==> src/rtl/imm_instr_encoder.sv <==
// RV32I instruction encoder: scatters an immediate into I/S/B/U/J fields and expands LI into LUI+ADDI.
// Optional build macro IMM_RANGE_CHECK_EN flags immediates that do not fit their field.
module imm_instr_encoder #(
  parameter int DATA_WIDTH = 32
) (
  input  logic                  clk,
  input  logic                  rst,
  input  logic                  in_valid,
  output logic                  in_ready,
  input  logic [2:0]            in_fmt,
  input  logic [6:0]            in_opcode,
  input  logic [2:0]            in_funct3,
  input  logic [4:0]            in_rd,
  input  logic [4:0]            in_rs1,
  input  logic [4:0]            in_rs2,
  input  logic [DATA_WIDTH-1:0] in_imm,
  output logic                  out_valid,
  input  logic                  out_ready,
  output logic [DATA_WIDTH-1:0] out_instr,
  output logic                  out_last,
  output logic                  out_err,
  output logic                  busy
);

  // Handshakes: a transfer happens on a rising edge where valid & ready are
  // both high; valid never depends on ready, and a held word is not altered.

  localparam logic [2:0] FMT_I  = 3'd0;
  localparam logic [2:0] FMT_S  = 3'd1;
  localparam logic [2:0] FMT_B  = 3'd2;
  localparam logic [2:0] FMT_U  = 3'd3;
  localparam logic [2:0] FMT_J  = 3'd4;
  localparam logic [2:0] FMT_LI = 3'd5;

  localparam logic [6:0]  OP_IMM = 7'b0010011;
  localparam logic [6:0]  OP_LUI = 7'b0110111;
  localparam logic [31:0] NOP    = 32'h0000_0013;

  typedef enum logic [0:0] {
    ST_IDLE  = 1'b0,
    ST_LI_LO = 1'b1
  } state_e;

  state_e      state_q, state_d;
  logic        out_valid_q, out_valid_d;
  logic [31:0] out_instr_q, out_instr_d;
  logic        out_last_q, out_last_d;
  logic        out_err_q, out_err_d;
  logic [31:0] pend_q, pend_d;

  logic [31:0] imm;
  logic        fits12;
  logic [19:0] li_hi;
  logic [31:0] enc_instr;
  logic        enc_last;
  logic        enc_err;
  logic        enc_two;
  logic        accept;
  logic        take;

  assign imm    = in_imm;
  assign fits12 = (imm == {{20{imm[11]}}, imm[11:0]});
  // Adding 0x800 then keeping [31:12] is the same as carrying imm[11] into the upper part.
  assign li_hi  = imm[31:12] + {19'd0, imm[11]};

  assign in_ready = (state_q == ST_IDLE) & (~out_valid_q | out_ready);
  assign accept   = in_valid & in_ready;
  assign take     = out_valid_q & out_ready;

  always_comb begin
    enc_instr = NOP;
    enc_last  = 1'b1;
    enc_err   = 1'b0;
    enc_two   = 1'b0;
    case (in_fmt)
      FMT_I: enc_instr = {imm[11:0], in_rs1, in_funct3, in_rd, in_opcode};
      FMT_S: enc_instr = {imm[11:5], in_rs2, in_rs1, in_funct3, imm[4:0], in_opcode};
      FMT_B: enc_instr = {imm[12], imm[10:5], in_rs2, in_rs1, in_funct3,
                          imm[4:1], imm[11], in_opcode};
      FMT_U: enc_instr = {imm[31:12], in_rd, in_opcode};
      FMT_J: enc_instr = {imm[20], imm[10:1], imm[11], imm[19:12], in_rd, in_opcode};
      FMT_LI: begin
        if (fits12) begin
          enc_instr = {imm[11:0], 5'd0, 3'b000, in_rd, OP_IMM};
        end else begin
          enc_instr = {li_hi, in_rd, OP_LUI};
          enc_two   = (imm[11:0] != 12'd0);
          enc_last  = ~enc_two;
        end
      end
      default: enc_err = 1'b1;
    endcase
`ifdef IMM_RANGE_CHECK_EN
    case (in_fmt)
      FMT_I, FMT_S: enc_err = ~fits12;
      FMT_B: enc_err = (imm != {{19{imm[12]}}, imm[12:0]}) | imm[0];
      FMT_J: enc_err = (imm != {{11{imm[20]}}, imm[20:0]}) | imm[0];
      FMT_U: enc_err = (imm[11:0] != 12'd0);
      default: ;
    endcase
`endif
  end

  always_comb begin
    state_d     = state_q;
    out_valid_d = out_valid_q;
    out_instr_d = out_instr_q;
    out_last_d  = out_last_q;
    out_err_d   = out_err_q;
    pend_d      = pend_q;
    if (accept) begin
      out_valid_d = 1'b1;
      out_instr_d = enc_instr;
      out_last_d  = enc_last;
      out_err_d   = enc_err;
      pend_d      = {imm[11:0], in_rd, 3'b000, in_rd, OP_IMM};
      state_d     = enc_two ? ST_LI_LO : ST_IDLE;
    end else if (take && state_q == ST_LI_LO) begin
      // LUI consumed: the pending ADDI replaces it with no bubble.
      out_instr_d = pend_q;
      out_last_d  = 1'b1;
      out_err_d   = 1'b0;
      state_d     = ST_IDLE;
    end else if (take) begin
      out_valid_d = 1'b0;
    end
  end

  always_ff @(posedge clk or posedge rst) begin
    if (rst) begin
      state_q     <= ST_IDLE;
      out_valid_q <= 1'b0;
      out_instr_q <= '0;
      out_last_q  <= 1'b0;
      out_err_q   <= 1'b0;
      pend_q      <= '0;
    end else begin
      state_q     <= state_d;
      out_valid_q <= out_valid_d;
      out_instr_q <= out_instr_d;
      out_last_q  <= out_last_d;
      out_err_q   <= out_err_d;
      pend_q      <= pend_d;
    end
  end

  assign out_valid = out_valid_q;
  assign out_instr = out_instr_q;
  assign out_last  = out_last_q;
  assign out_err   = out_err_q;
  assign busy      = (state_q != ST_IDLE) | out_valid_q;

endmodule

==> config.mk <==
export PLATFORM = sky130hd
export DESIGN_NAME = imm_instr_encoder
export DESIGN_NICKNAME = d
export VERILOG_FILES = /design/src/rtl/imm_instr_encoder.sv
export SDC_FILE = /design/constraint.sdc
export NUM_CORES = 1
export LEC_CHECK = 0
export BUFFER_PORTS_ARGS = -buffer_cell sky130_fd_sc_hd__buf_2
export CORE_MARGIN = 2
export CORE_UTILIZATION = 50
export DETAILED_ROUTE_END_ITERATION = 7
export GPL_TIMING_DRIVEN = 0
export PLACE_DENSITY = 0.88
export SLEW_MARGIN = 20
export SYNTH_ARGS = -nofsm -noshare
export SYNTH_HDL_FRONTEND = slang
export SYNTH_SLANG_ARGS = --single-unit
==> constraint.sdc <==
create_clock -name clk -period 2.25 [get_ports clk]
set_clock_uncertainty 0.15 [all_clocks]
set_input_delay 0.675 -clock clk [delete_from_list [all_inputs] [get_ports clk]]
set_output_delay 0.675 -clock clk [all_outputs]
set_load 0.005 [all_outputs]
# Word level (Yosys, flattened, before mapping)
# Cells that the tools add are included.
# word_totals
ff_bits	61
output_inout_bits	37
elab_cells	47
# op_classes
addsub	1
n_eq_ne	7
muxes	18
n_bitwise	8
reduce_logical	7
# op_table
cell	n
32-bit one-hot mux with 6 select lines	1
32-bit 2-to-1 mux	3
20-bit by 1-bit adder with 20-bit output	1
20-bit == test	1
1-bit 2-to-1 mux	14
12-bit nonzero test	1
3-bit by 2-bit == test with 1-bit output, second input constant	2
3-bit == test, second input constant	2
6-bit OR reduction	1
2-bit nonzero test	2
1-bit bitwise AND	3
3-bit by 1-bit == test with 1-bit output, second input constant	1
3-bit logical NOT	1
1-bit NOT	3
2-bit inequality test, second input constant	1
1-bit OR	2
2-bit AND reduction	1
1-bit logical AND	1

# Depth between registers and ports, before layout
# Gate-level depths: netlist of run 1.
# depth
word_depth	6
ltp_mapped	8
mapped_depth_nobuf	7

# Worst setup path before layout of run 1
# No wires, ideal clock.
# synth_path
kind	input-to-reg
startpoint	input port in_imm[26]
endpoint	register out_instr_q[22], in the netlist out_instr[22]
setup_time_ns	0.139
arrival_ns	2.421
t_required_ns	1.961
path_slack_ns	-0.460
stages	8
path_buffers	2
cell_sequence	clkbuf_1 nand2_1 or4_4 a2111oi_4 nor2_2 buf_2 a22oi_1 a21oi_1
# synth_via
elab_chain_len	4
# synth_lines
element	line_no	rtl
from (decl)	16	input logic [DATA_WIDTH-1:0] in_imm,
20-bit == test	62	assign fits12 = (imm == {{20{imm[11]}}, imm[11:0]});
32-bit 2-to-1 mux	83	if (fits12) begin
32-bit one-hot mux with 6 select lines	75	case (in_fmt)
32-bit 2-to-1 mux	111	if (accept) begin
to (signal assigned)	140	out_instr_q <= out_instr_d;
to (decl)	46	logic [31:0] out_instr_q, out_instr_d;
# No other way between the ends.
# A chain may end at the register's enable or synchronous reset.

# Final worst setup path of run 1
# layout_path
startpoint	input port in_imm[11]
endpoint	register out_instr_q[13], in the netlist out_instr[13]
# layout_via
elab_chain_len	4
word_cells_on_any_way	5
classes_between	add/sub: 1; eq/ne: 1; mux: 3
# layout_lines
element	line_no
20-bit by 1-bit adder with 20-bit output / 20-bit == test (equally long branches)	64, 62
32-bit 2-to-1 mux (*)	83
32-bit one-hot mux with 6 select lines (*)	75
32-bit 2-to-1 mux (*)	111
# Every way passes the cells marked *; elsewhere a longest branch is shown, timed or not.

==> results of run 1 <==
layout make-up:
class,instances,area share (%)
inverters,4,0.3325
well taps,80,2.217
clock buffers,6,1.607
clock inverters,2,0.8313
plain buffers,25,3.242
flip-flops and latches,54,29.93
multi-input cells,324,47.52
repair buffers,108,14.33
cell usage in the layout (no fill, tap or decap), drive strengths merged, types with 6 or more instances in the layout:
cell type  synthesis  final
nor2b              6      6
nor2              28     28
clkbuf            23     28
nor4               9      9
a21o              16     16
and2              16     16
nand2             55     55
nand3             15     15
a211oi            10     10
nor3               8      8
a22oi             13     13
o21ai             30     30
a2111oi            7      7
dfrtp             54     54
buf                4    111
nand4              6      6
o22ai             12     12
mux2              10     10
xor2               6      6
xnor2              8      8
a31oi             10     10
a21oi             17     17
registers in the layout (all words and copies together) (netlist names):
| name | count |
|---|---|
| out_last | 1 |
| out_instr | 32 |
| pend_q | 18 |
| out_err | 1 |
| out_valid | 1 |
| state_q | 1 |
how the worst max path moves through the flow:
stage | endpoint | start | cells after the start
after floorplan | out_instr[13]$_DFFE_PP0P_ | in_imm[18] | 7
after global placement | out_instr[19]$_DFFE_PP0P_ | in_imm[11] | 9
after detailed placement | out_instr[13]$_DFFE_PP0P_ | in_imm[11] | 8
after CTS | out_instr[14]$_DFFE_PP0P_ | in_imm[11] | 8
after global routing | out_instr[13]$_DFFE_PP0P_ | in_imm[11] | 8
final | out_instr[13]$_DFFE_PP0P_ | in_imm[11] | 8
where the power goes:
group	switching (uW)	internal, uW
logic	590	469
clock network	336	333
registers	119	1210
through the flow:
step / setup slack [ns] / power (uW)
6_report: -0.2974 / 3053
3_3_place_gp: -0.8877 / 2293
4_1_cts: -0.2307 / 3010
2_1_floorplan: -0.3473 / 1880
3_5_place_dp: -0.8841 / 2329
5_1_grt: -0.3578 / 3211
metal layers:
layer	wire length [um]	vias to the layer above	track usage [%]
met2	5595	287	50.62
met1	4962	1863	41.51
met4	393	0	11.75
li1	-	1750	-
met5	0	-	0
met3	1124	40	6.161
cells by family (layout without fill, tap and decap cells):
family          Yosys count  after routing  share of synthesized area (%)
compound gates          137            137                          27.05
flops                    54             54                          38.75
buf+inv                  31            145                          3.624
xor+xnor                 14             14                          3.516
simple gates            157            157                          21.96
mux                      14             14                          4.378
fa+ha+maj                 2              2                         0.7175
repair_timing:
item / 4_1_cts / 5_1_grt
setup buffers: 7 / 2
pin swaps: 8 / 18
cloned: 0 / 1
resized for setup: 30 / 34
setup endpoints to repair: 39 / 33
==> summary.txt, run 1 <==
Final layout
  – Filler Cells Inserted: 550
  – Area occupied by multi-input gates: about 0.0021 mm2
  – Fin area: around 0.0045 mm2
  – Area growth syn-to-layout: 29.49%
  – Total Nets Final: between 500 and 600
  – Core Util, Final: 66.83%
  – Layout cells sized above 1: between 30% and 40%
  – Final cell count without fillers: between 600 and 700
  – Register area: roughly 0.0014 mm2
  – Antenna fix cells: 0

Synth
  – Average cell area after synthesis: about 8.5 um2
  – Most frequent cell after synthesis: nand2_1
  – Synth top area share: between 30% and 40%
  – Post-synthesis cell type count: 49
  – Mapped Nets: roughly 480
  – Mapped Area: around 0.0035 mm2
  – Synth area leaders: dfrtp_1, nand2_1, o21ai_0
  – Post-synth EDFFs: 0
  – Cells after synthesis: roughly 400
  – Synth warn: 0
  – Largest area contributor in the netlist: dfrtp_1
  – Seq/Total Area, Yosys: between 30 and 40%
  – Post-synthesis register bit count: 54
  – Most used flip-flop cell after synthesis: dfrtp_1
  – Ys async rst share: between 90% and 100%
  – Synth cell count leaders: nand2_1, dfrtp_1, nor2_1, o21ai_0, clkbuf_1

Clock tree
  – Root buf cell: clkbuf_8
  – Number of H-tree levels: 2
  – CTS tree: built
  – # hold bufs at CTS: 0
  – Clk pin slew, worst setup/hold paths: ~0.1 ns
  – CTS Buf Count: 5
  – Maximum clock path buffer count: 2
  – TritonCTS Sinks: 54
  – Clk Latency, worst-skew pair: just over 0.3 ns

Worst setup path
  – Reg2Reg Setup Slack: -0.14 ns
  – Critical path launch point type: input port
  – Worst endpoint required time: 2.30 ns
  – Cells along the critical path: buf_8 > or4_1 > o22a_1 > a2111oi_4 > buf_6 > nor2_4 > a222oi_1 > o21ai_1
  – Reg2reg end: out_instr[22]$_DFFE_PP0P_
  – Bufs and invs on worst path: 2
  – CP delay by family, top: compound AO/OA/AOI/OAI gates
  – R2r startpoint: state_q$_DFFE_PP0P_
  – Crit-path slowest cell: or4_1
  – Data arrival, critical path: 2.60 ns
  – R2r worst-path depth: 6
  – Worst Setup End Kind: register
  – Critical path's largest stage delay: 0.51 ns
  – CP Class: input port to register
  – Crit Path Max Fanout: 7

Power
  – Peak VDD IR: about 350 uV
  – Static Leak: 0.002015 uW
  – Cell Pwr Density: between 600 and 700 mW/mm2

Global route
  – Largest net degree at the start of global routing: 31
  – First-pass GRT wire length: between 15000 and 20000 um
  – Vias in the first global route: around 3600
  – Number of antenna violations at the first check in global routing: 0
  – GR Overflow Total: 0
  – GRT Total Usage: between 30% and 40%

Detailed routing
  – Number of DRC markers in iteration 0: between 400 and 500
  – Routed WL: roughly 12000 um
  – Vias/cell: 6.534
  – Avg WL per Cell: between 20 and 25 um
  – DRC errors left: 0
  – ANT nets after route: 0
  – Via count: ~3900
  – DRT Pass-1 Iters: 5

Timing
  – Hold Vio Cnt, Final: 0
  – Final Critical Period: roughly 2.5 ns
  – Relative slew slack: a little over half
  – Slew Limit Fails: 0
  – Final setup margin: -0.2974 ns
  – Final hold slack: between 0.2 and 0.3 ns
  – Worst slew pin tran: about 0.7 ns
  – Unrepaired setup endpoints after global routing: yes
  – Final count of negative-setup-slack endpoints: 23
  – FMAX: 392.6 MHz
  – Final Cycle Share: 113.2%
  – TNS Setup: -5.144 ns

Placement
  – Port Buffers: between 90 and 100
  – Post-Place Cells: between 500 and 600
  – DP Wirelength: approximately 8500 um
  – Post-Place Cell Area: 0.004125 mm2
  – Routability cong.: 0.9768

Worst hold path
  – Hold Crit Class: input port to async pin

Floorplan
  – Die width: approximately 88 um
  – Core Rows: 30
  – Core ar.: 0.006756 mm2
  – Initial Utilization: between 50% and 60%
  – Die Y: between 80 and 90 um
  – Die Area: roughly 0.0077 mm2
  – Ports: approximately 100

Status
  – Outcome: finished with violations
  – Failing checks: setup timing

Flow run
  – Maxcap violations: 0
Note: power is estimated with default switching activity, not from simulation.
==> run 2: changes to the inputs <==
--- a/config.mk
+++ b/config.mk
@@ -7,10 +7,10 @@
 export LEC_CHECK = 0
 export BUFFER_PORTS_ARGS = -buffer_cell sky130_fd_sc_hd__buf_2
 export CORE_MARGIN = 2
-export CORE_UTILIZATION = 50
+export CORE_UTILIZATION = 40
 export DETAILED_ROUTE_END_ITERATION = 7
 export GPL_TIMING_DRIVEN = 0
-export PLACE_DENSITY = 0.88
+export PLACE_DENSITY = 0.75
 export SLEW_MARGIN = 20
 export SYNTH_ARGS = -nofsm -noshare
 export SYNTH_HDL_FRONTEND = slang
==> run 2 against run 1 <==
- final cell count grew 4.8%
- the flow still finishes with violations (setup timing)
- global-route usage shrank 5.7 points
- register-to-register slack gained 0.11 ns
- sequential share of layout area shrank 0.50 points
- total power grew 1.7%
- utilization shrank 13 points
- worst hold slack lost 0.0095 ns
- clock-buffer cell count shrank 1
- highest routed layer unchanged
==> summary.txt, run 2 (synthesis results as in run 1) <==
Global route
  – Vias in the first global route: 3651
  – First-pass GRT wire length: between 15000 and 20000 um
  – Number of antenna violations at the first check in global routing: 0
  – GRT Total Usage: between 20 and 30%
  – GR Overflow Total: 0
  – Largest net degree at the start of global routing: 32

Power
  – Switching Power: ~1100 uW
  – P_int: between 2000 and 2500 uW
  – Cell Pwr Density: ~680 mW/mm2
  – Combinational group share of total power: between 30 and 40%
  – Reg power frac: approximately 43%
  – Static Leak: between 0.002 and 0.0025 uW
  – Clock power share: a little under a quarter
  – Peak VDD IR: about 330 uV
  – Net Sw Frac: a little over a third
  – PnR Total Power: 3106 uW

Detailed routing
  – DRT Pass-1 Iters: 5
  – Number of DRC markers in iteration 0: between 200 and 300
  – DRC errors left: 0
  – ANT nets after route: 0
  – Routed WL: approximately 13000 um
  – Vias/cell: between 5 and 6
  – Via count: ~3800
  – Avg WL per Cell: 20.00 um

Final layout
  – Layout cells sized above 1: approximately a third
  – Most common cell after layout, fill and taps aside: buf_2
  – Max reg flops: 32
  – Area growth syn-to-layout: 31.68%
  – Filler Cells Inserted: 858
  – Commonest non-fill, non-tap cells in the layout: buf_2, dfrtp_1, nand2_1
  – Total Nets Final: around 590
  – Antenna fix cells: 0

Floorplan
  – Ports: 101
  – Die Y: between 90 and 100 um
  – Initial Utilization: 40.58%
  – Core ar.: ~0.0086 mm2
  – Core Rows: 34
  – Die Area: ~0.0095 mm2
  – Die width: roughly 97 um

Status
  – Outcome: finished with violations
  – Failing checks: setup timing

Timing
  – Worst slew pin tran: about 0.9 ns
  – Final count of negative-setup-slack endpoints: 26
  – Slew Limit Fails: 0
  – Final Cycle Share: 111.0%
  – Unrepaired setup endpoints after global routing: yes
  – Hold Vio Cnt, Final: 0
  – Relative slew slack: between 40 and 50%
  – Final setup margin: -0.2484 ns
  – Final Critical Period: 2.498 ns
  – TNS Setup: -4.432 ns
  – FMAX: 400.3 MHz

Worst setup path
  – R2r worst-path depth: 7
  – Crit Path Max Fanout: 8
  – CP Class: input port to register
  – Data arrival, critical path: roughly 2.6 ns
  – Reg2reg end: out_instr[24]$_DFFE_PP0P_
  – Worst endpoint required time: approximately 2.3 ns
  – Reg2Reg Setup Slack: -0.03 ns
  – Critical path launch point type: input port
  – R2r startpoint: state_q$_DFFE_PP0P_
  – Worst Setup End Kind: register

Clock tree
  – Clk pin slew, worst setup/hold paths: around 0.11 ns
  – Clk Latency, worst-skew pair: between 0.3 and 0.4 ns
  – CTS tree: built
  – TritonCTS Sinks: 54
  – Number of H-tree levels: 2
  – CTS Buf Count: 5
  – Maximum clock path buffer count: 2
  – # hold bufs at CTS: 0
  – Root buf cell: clkbuf_8

Worst hold path
  – Hold Crit Class: input port to async pin

Placement
  – DP Wirelength: slightly above 9000 um
  – Port Buffers: 97
  – Routability cong.: ~0.95

Flow run
  – Maxcap violations: 0
==> run 2: cell types whose count changed in the layout (fill, tap and decap cells not counted), sizes merged <==
cell	change
buf	+2
clkbuf	-2
inv	+2
clkinvlp	-1
==> run 2: worst max path at each step <==
stage          slack (ns)                        end        from
2_1_floorplan       -0.35  out_instr[13]$_DFFE_PP0P_  in_imm[18]
3_3_place_gp        -0.91  out_instr[19]$_DFFE_PP0P_  in_imm[11]
3_5_place_dp        -0.88  out_instr[13]$_DFFE_PP0P_  in_imm[11]
4_1_cts             -0.22  out_instr[19]$_DFFE_PP0P_  in_imm[30]
5_1_grt             -0.29  out_instr[13]$_DFFE_PP0P_  in_imm[11]
6_report            -0.25  out_instr[13]$_DFFE_PP0P_  in_imm[11]
==> run 2: timing repair <==
action                                  CTS  global route
endpoints found under the setup margin   40            33
pin swaps                                10            15
endpoints found under the hold margin     0             0
buffers inserted                          8             2
gates resized for setup                  33            31
gates cloned                              1             0
==> run 2: final cells by class <==
class                      count  area, um2  area share [%]
clock buffer                   5      68.82           1.499
sequential                    54       1351           29.43
inverter                       4      15.01          0.3270
buffer                        25      157.7           3.433
multi-input combinational    324       2178           47.44
clock inverter                 3      47.55           1.035
timing repair buffer         109      638.1           13.90
tap                          108      135.1           2.943
==> run 2: metrics by stage <==
step           setup WS, ns  instance area, um2  std cells  util (%)  hold WS (ns)
2_1_floorplan       -0.3473                3520        409         -        0.2826
5_1_grt             -0.2936                4592        632     53.44        0.2934
3_5_place_dp        -0.8782                4160        615     48.41        0.3109
6_report            -0.2484                4592        632     53.44        0.2423
4_1_cts             -0.2167                4464        631     51.95        0.2623
3_3_place_gp        -0.9081                4140        614     48.18        0.3013
==> run 2: worst max-delay path, stage by stage <==
cell       delay (ns)
buf_2            0.16
clkbuf_8         0.17
nand3_1          0.10
or4_4            0.44
a2111oi_4        0.29
buf_4            0.20
nor2_4           0.08
a222oi_1         0.32
o21ai_1          0.12
==> run 2: power by group through the flow <==
stage,sequential (uW),combinational (uW),clock (uW)
final,1330,1070,703
after global routing,1360,1170,735
after CTS,1330,1030,707
after detailed placement,1350,1000,0
after global placement,1340,974,0
after floorplan,1350,535,0
==> run 2: routing by layer <==
metal	GRT usage, %	wire length (um)
met3	5.612	1084
met2	42.76	6066
met4	4.701	142
met1	34.50	5344
met5	0	0
